### src/rtl/maxpool2x2_stream_pkg.sv
// Shared constants and helpers for the YOLOv7-UAV streaming pool stage:
// default geometry, counter/address width helpers and the unsigned max
// used by the pooling datapath.
package yolo_stage_pkg;

   localparam int DEF_DATAWIDTH = 8;
   localparam int DEF_N         = 320;
   localparam int DEF_DEPTH     = 3;

   // Widest element the max helper handles; callers zero-extend into it.
   localparam int MAX_W = 64;

   // Bits for a column/row counter counting 0..n-1 (at least 1).
   function automatic int col_width(input int n);
      return (n < 2) ? 1 : $clog2(n);
   endfunction

   // Bits for a channel counter counting 0..d-1 (at least 1).
   function automatic int ch_width(input int d);
      return (d < 2) ? 1 : $clog2(d);
   endfunction

   // Address bits for the (n/2)*d word line buffer (at least 1).
   function automatic int lb_addr_width(input int n, input int d);
      int words;
      words = (n / 2) * d;
      return (words < 2) ? 1 : $clog2(words);
   endfunction

   // Unsigned maximum; ties return the common value.
   function automatic logic [MAX_W-1:0] umax(input logic [MAX_W-1:0] a,
                                             input logic [MAX_W-1:0] b);
      return (a >= b) ? a : b;
   endfunction

endpackage

### src/rtl/maxpool2x2_stream_if.sv
// Valid/ready element stream used on both sides of the pool stage.
interface maxpool2x2_stream_if #(
   parameter int DATAWIDTH = 8
);
   logic                 valid;
   logic                 ready;
   logic [DATAWIDTH-1:0] data;

   modport master (output valid, output data, input ready);
   modport slave  (input valid, input data, output ready);
endinterface

### src/rtl/maxpool2x2_stream_pool_line_buffer.sv
// Simple dual-port line buffer: one synchronous write port, one
// combinational read port. Kept separate so a BRAM macro can replace it.
module pool_line_buffer
   import yolo_stage_pkg::*;
#(
   parameter int DEPTH_WORDS = (DEF_N / 2) * DEF_DEPTH,
   parameter int DATAWIDTH   = DEF_DATAWIDTH,
   localparam int ADDR_W     = (DEPTH_WORDS < 2) ? 1 : $clog2(DEPTH_WORDS)
) (
   input  logic                 clk,
   input  logic                 wr_en,
   input  logic [ADDR_W-1:0]    wr_addr,
   input  logic [DATAWIDTH-1:0] wr_data,
   input  logic [ADDR_W-1:0]    rd_addr,
   output logic [DATAWIDTH-1:0] rd_data
);

   logic [DATAWIDTH-1:0] mem [DEPTH_WORDS];

   // Store one horizontal partial max per (pooled column, channel).
   always_ff @(posedge clk) begin
      if (wr_en) mem[wr_addr] <= wr_data;
   end

   assign rd_data = mem[rd_addr];

endmodule

### src/rtl/maxpool2x2_stream.sv
// Streaming 2x2 stride-2 max-pool. Even columns park in hbuf, odd columns
// form the horizontal max; even rows park that in the line buffer and odd
// rows combine it into the pooled output held in a one-entry register.
module maxpool2x2_stream
   import yolo_stage_pkg::*;
#(
   parameter int DATAWIDTH = DEF_DATAWIDTH,
   parameter int N         = DEF_N,
   parameter int DEPTH     = DEF_DEPTH
) (
   input  logic                    clk,
   input  logic                    rstn,
   input  logic                    en,
   maxpool2x2_stream_if.slave      in_stream,
   maxpool2x2_stream_if.master     out_stream,
   output logic                    frame_done
);

   localparam int COL_W  = col_width(N);
   localparam int CH_W   = ch_width(DEPTH);
   localparam int WORDS  = (N / 2) * DEPTH;
   localparam int ADDR_W = lb_addr_width(N, DEPTH);
   localparam logic [COL_W-1:0] LAST_POS = COL_W'(N - 1);
   localparam logic [CH_W-1:0]  LAST_CH  = CH_W'(DEPTH - 1);

   logic [CH_W-1:0]      ch;
   logic [COL_W-1:0]     col;
   logic [COL_W-1:0]     row;
   logic [DATAWIDTH-1:0] hbuf [DEPTH];

   logic                 out_valid;
   logic                 out_last;
   logic [DATAWIDTH-1:0] out_data;

   logic                 accept;
   logic                 lb_wr;
   logic                 load;
   logic                 frame_last;
   logic [DATAWIDTH-1:0] h;
   logic [DATAWIDTH-1:0] lb_rd;
   logic [ADDR_W-1:0]    lb_addr;

   // Input is taken only when the output slot is free or being emptied.
   assign in_stream.ready = en && (!out_valid || out_stream.ready);
   assign accept          = in_stream.valid && in_stream.ready;

   assign h       = DATAWIDTH'(umax(MAX_W'(hbuf[ch]), MAX_W'(in_stream.data)));
   assign lb_addr = ADDR_W'(32'(col >> 1) * DEPTH + 32'(ch));
   assign lb_wr   = accept && col[0] && !row[0];
   assign load    = accept && col[0] && row[0];
   assign frame_last = (row == LAST_POS) && (col == LAST_POS) && (ch == LAST_CH);

   // Raster position: channel innermost, then column, then row.
   always_ff @(posedge clk) begin
      if (!rstn) begin
         ch  <= '0;
         col <= '0;
         row <= '0;
      end else if (accept) begin
         if (ch == LAST_CH) begin
            ch <= '0;
            if (col == LAST_POS) begin
               col <= '0;
               row <= (row == LAST_POS) ? '0 : row + 1'b1;
            end else begin
               col <= col + 1'b1;
            end
         end else begin
            ch <= ch + 1'b1;
         end
      end
   end

   // Hold the even-column element of each channel until its odd partner.
   always_ff @(posedge clk) begin
      if (accept && !col[0]) hbuf[ch] <= in_stream.data;
   end

   // One-entry output register; load wins over drain in the same cycle.
   always_ff @(posedge clk) begin
      if (!rstn) begin
         out_valid <= 1'b0;
         out_data  <= '0;
         out_last  <= 1'b0;
      end else if (load) begin
         out_valid <= 1'b1;
         out_data  <= DATAWIDTH'(umax(MAX_W'(lb_rd), MAX_W'(h)));
         out_last  <= frame_last;
      end else if (out_stream.ready) begin
         out_valid <= 1'b0;
      end
   end

   assign out_stream.valid = out_valid;
   assign out_stream.data  = out_data;
   assign frame_done       = out_valid && out_stream.ready && out_last;

   pool_line_buffer #(
      .DEPTH_WORDS (WORDS),
      .DATAWIDTH   (DATAWIDTH)
   ) u_line_buffer (
      .clk     (clk),
      .wr_en   (lb_wr),
      .wr_addr (lb_addr),
      .wr_data (h),
      .rd_addr (lb_addr),
      .rd_data (lb_rd)
   );

endmodule

### src/flat_wrapper.sv
// flat-port wrapper written by rule: the top's interface ports become plain ports
module maxpool2x2_stream_flat import yolo_stage_pkg::*;
#(
   parameter int DATAWIDTH = DEF_DATAWIDTH,
   parameter int N         = DEF_N,
   parameter int DEPTH     = DEF_DEPTH
)
  (clk, rstn, en, frame_done, in_stream_valid, in_stream_data, in_stream_ready, out_stream_valid, out_stream_data, out_stream_ready);
  maxpool2x2_stream_if #(.DATAWIDTH(DATAWIDTH)) in_stream_i ();
  maxpool2x2_stream_if #(.DATAWIDTH(DATAWIDTH)) out_stream_i ();
  input  logic clk;
  input  logic rstn;
  input  logic en;
  output logic frame_done;
  input wire logic [$bits(in_stream_i.valid)-1:0] in_stream_valid;
  input wire logic [$bits(in_stream_i.data)-1:0] in_stream_data;
  output wire logic [$bits(in_stream_i.ready)-1:0] in_stream_ready;
  output wire logic [$bits(out_stream_i.valid)-1:0] out_stream_valid;
  output wire logic [$bits(out_stream_i.data)-1:0] out_stream_data;
  input wire logic [$bits(out_stream_i.ready)-1:0] out_stream_ready;
  assign in_stream_i.valid = in_stream_valid;
  assign in_stream_i.data = in_stream_data;
  assign in_stream_ready = in_stream_i.ready;
  assign out_stream_valid = out_stream_i.valid;
  assign out_stream_data = out_stream_i.data;
  assign out_stream_i.ready = out_stream_ready;
  maxpool2x2_stream #(.DATAWIDTH(DATAWIDTH), .N(N), .DEPTH(DEPTH)) u_core (.clk(clk), .rstn(rstn), .en(en), .in_stream(in_stream_i), .out_stream(out_stream_i), .frame_done(frame_done));
endmodule
### config.mk
export PLATFORM = sky130hd
export DESIGN_NAME = maxpool2x2_stream_flat
export DESIGN_NICKNAME = d
export VERILOG_FILES = /design/src/rtl/maxpool2x2_stream_pkg.sv /design/src/rtl/maxpool2x2_stream_if.sv /design/src/rtl/maxpool2x2_stream_pool_line_buffer.sv /design/src/rtl/maxpool2x2_stream.sv /design/src/flat_wrapper.sv
export SDC_FILE = /design/constraint.sdc
export NUM_CORES = 2
export LEC_CHECK = 0
export ABC_AREA = 1
export CAP_MARGIN = 5
export CORE_UTILIZATION = 35
export CTS_CLUSTER_DIAMETER = 100
export DETAILED_ROUTE_END_ITERATION = 16
export PLACE_DENSITY = 0.61
export SLEW_MARGIN = 20
export SYNTH_ARGS = -nofsm -noshare
export SYNTH_HDL_FRONTEND = slang
export SYNTH_HIERARCHICAL = 1
export SYNTH_SLANG_ARGS = --single-unit
### constraint.sdc
create_clock -name clk -period 20.7 [get_ports clk]
set_input_delay 3.105 -clock clk [delete_from_list [all_inputs] [get_ports clk]]
set_output_delay 3.105 -clock clk [all_outputs]
set_load 0.005 [all_outputs]
==> run metrics <==
status=finished clean; Final Core Density=0.387; Iteration-0 DRC Markers=12600; CP max stage cell=buf_4; fin crit period=8230 ps; worst hold slack=roughly 470 ps; crit start category=flip-flop; post-CTS setup buffer count=0; # rows=248; die width=~680 um; RR Endpoint=u_core/out_stream.data[1]; area of the multi-input gates=37900 um^2; 1st-pass router iterations=9; synth warn=6; Yosys top cell by area=edfxtp_1; CTS Root Buffer Type=clkbuf_16; Leak=59.7 nW; core area=about 460000 um^2; PortBufs=23; IO Count=24; most frequent cells in the layout=4051 x nand2_1, 3864 x edfxtp_1, 3613 x nand3_1, 587 x nor2_1, 400 x clkbuf_16; VDD IR-drop max=roughly 0.07 mV; Cell variety after synth=44; vias in the first global route=approximately 98000; CTS Buffer Depth=4; Final Hold Fails=0; Post-DRT Antenna Nets=0; Clock Sink Count=between 3000 and 4000; Critical Path Sink=u_core/out_stream.data[1]; power density cells=just under 100 nW/um^2; cell breakdown of the critical path=fa_1, ha_4, inv_16, buf_4, buf_12, buf_4, buf_4, nand3_1, nand3_1, nand3_1, nand3_1, nand3_1, nand3_1, nand3_1, nand3_1, nand2_1, ha_1, a21oi_1, nor2_1, nor2_1, nand2_1, nor2_2, nand3_1, a21oi_1; synth top area cells=edfxtp_1 72%, nand3_1 11%, nand2_1 9.5%, nor2_1 1.4%, buf_2 1.4%; Fmax achieved=121 MHz; Synth Instances=roughly 14000; post-synth top area share=0.724; fillers=43000; drt drc=0; grt ovf=0; Worst Hold Class=flip-flop to flip-flop; worst-skew pair later-pin latency=~960 ps; Tcrit/Tclk final=0.398; wirelength, routed=447000 um; Rel. slew slack=0.150; nets=13200; Die H=approximately 680 um; Worst Max-Slew Pin Slew=about 1300 ps; FF/Latch Area=around 120000 um^2; initial antenna violation count=16; largest net degree at the start of global routing=approximately 200; share of layout cells above drive strength 1=0.0573; Initial Util=0.351; # hold bufs at CTS=0; critical path's largest stage delay=between 700 and 800 ps; Clock Skews=around 65 ps; post-DR vias/cell=around 5.4; Final WS setup=about 12000 ps; commonest non-fill, non-tap cell in the layout=nand2_1; Reg clk slew, reported paths=approximately 60 ps; Crit path required time=about 22000 ps; GP Congestion=between 0.8 and 0.9; Final setup viols=0; Setup Crit Path Kind=flip-flop to flip-flop; Area Overhead vs Synth=10.2%; DR WL/cell=roughly 23 um; crit path max fanout=approximately 130; Total GRT Usage=0.188; pre-CTS setup slack=approximately 12000 ps; Crit path top cell by count=nand3_1; H-tree depth=5; Max Cap Viol=0; first-pass GRT wire length=approximately 660000 um; R2R cell count=24; signal arrival time at the worst endpoint=just over 9000 ps; Mapped Nets=roughly 14000; worst flop-to-flop path startpoint=u_core/col[1]; Worst Setup SP=u_core/col[1]; Setup crit end kind=flip-flop; DP Wirelength=246000 um; # resized after CTS=0; Seq cells post-synth=~3900; Slew Limit Fails=0; Avg Cell Area, Syn=between 10 and 15 um^2; Reg2Reg Setup Slack=between 10000 and 15000 ps; setup TNS=0 ps; RSZ-0062 raised after global routing=no; via count=105000; Synth Cell Area=~160000 um^2; total die area=roughly 460000 um^2; TritonCTS clock tree=done; CTS buffer count=393; register area share after synthesis=0.728
[state kept, by name, summed over array words and instances (netlist names), named ones only]
| register | count |
|---|---|
| u_core/u_line_buffer/mem | 3840 |
| u_core/col | 9 |
| u_core/out_last | 1 |
| u_core/out_stream.data | 8 |
| u_core/hbuf | 24 |
| u_core/out_stream.valid | 1 |
| u_core/row | 9 |
| u_core/ch | 2 |
[worst min path at each step]
stage,from,to,slack (ps),cells past startpoint
3_3_place_gp,u_core/out_last,u_core/out_last,460,2
2_1_floorplan,u_core/out_last,u_core/out_last,450,2
6_report,u_core/out_last,u_core/out_last,470,2
4_1_cts,u_core/out_last,u_core/out_last,470,2
3_5_place_dp,u_core/out_last,u_core/out_last,460,2
5_1_grt,u_core/out_last,u_core/out_last,510,2
[metal layers]
metal | part of all wire | track usage | vias up | wire, um
met1 | 0.41 | 0.258 | 51800 | 183000
met2 | 0.47 | 0.299 | 4689 | 209000
li1 | - | - | 47200 | -
met5 | 0.000058 | 0 | - | 26
met3 | 0.084 | 0.0274 | 804 | 37500
met4 | 0.040 | 0.0758 | 4 | 17900
[report_power, final]
group	switching (W)	internal, W
clock network	0.00298	0.00384
registers	0.00000101	0.00904
logic	0.000988	0.000202
total	0.00397	0.0131
[logic make-up (layout without fill, tap and decap cells)]
group | Yosys count | count (layout) | share of synthesized area
AO/OA/AOI/OAI | 188 | 188 | 0.00649
AND/OR/NAND/NOR | 8339 | 8339 | 0.225
buffers and inverters | 1046 | 1009 | 0.0372
XOR/XNOR | 12 | 12 | 0.000656
other | 0 | 9 | 0
adder cells (fa/ha/maj) | 36 | 36 | 0.00290
flip-flops | 3896 | 3896 | 0.728
[synthesized netlist by cell type (all sizes together)]
master	number
nand3b	1
o21a	8
o21ai	95
nand4	13
edfxtp	3864
xor2	7
nand2	4073
clkbuf	166
clkinv	3
xnor2	5
o211ai	8
nand3	3616
nor3	19
and2	1
o22ai	40
nor3b	3
or2	7
a21oi	35
ha	34
fa	2
nor2	605
nor4	1
buf	762
inv	115
dfxtp	32
a21o	2
[final cells by class]
class / instances / area share
flip-flops and latches: 3896 / 0.661
multi-input cells: 8575 / 0.214
clock buffers: 488 / 0.0588
well taps: 6000 / 0.0425
clock inverters: 216 / 0.0102
repair buffers: 187 / 0.0101
inverters: 118 / 0.00316
diodes: 9 / 0.000128
[metrics by stage]
stage,instances,instance area [um^2],power (W)
finish,19500,177000,0.0171
global route,19500,177000,0.0175
CTS,19500,177000,0.0171
detailed placement,18800,164000,0.0104
floorplan,13500,160000,0.0101
global placement,18800,164000,0.0104
[critical path, delay by kind of cell (launching register included)]
family	cells	cell delay (ps)
adders and majority gates	3	1350
DFF	1	460
AOI/OAI and AO/OA	2	350
buffers and inverters	5	2930
and+or+nand+nor	14	2750
No activity file was read; power rests on OpenSTA's default activity.
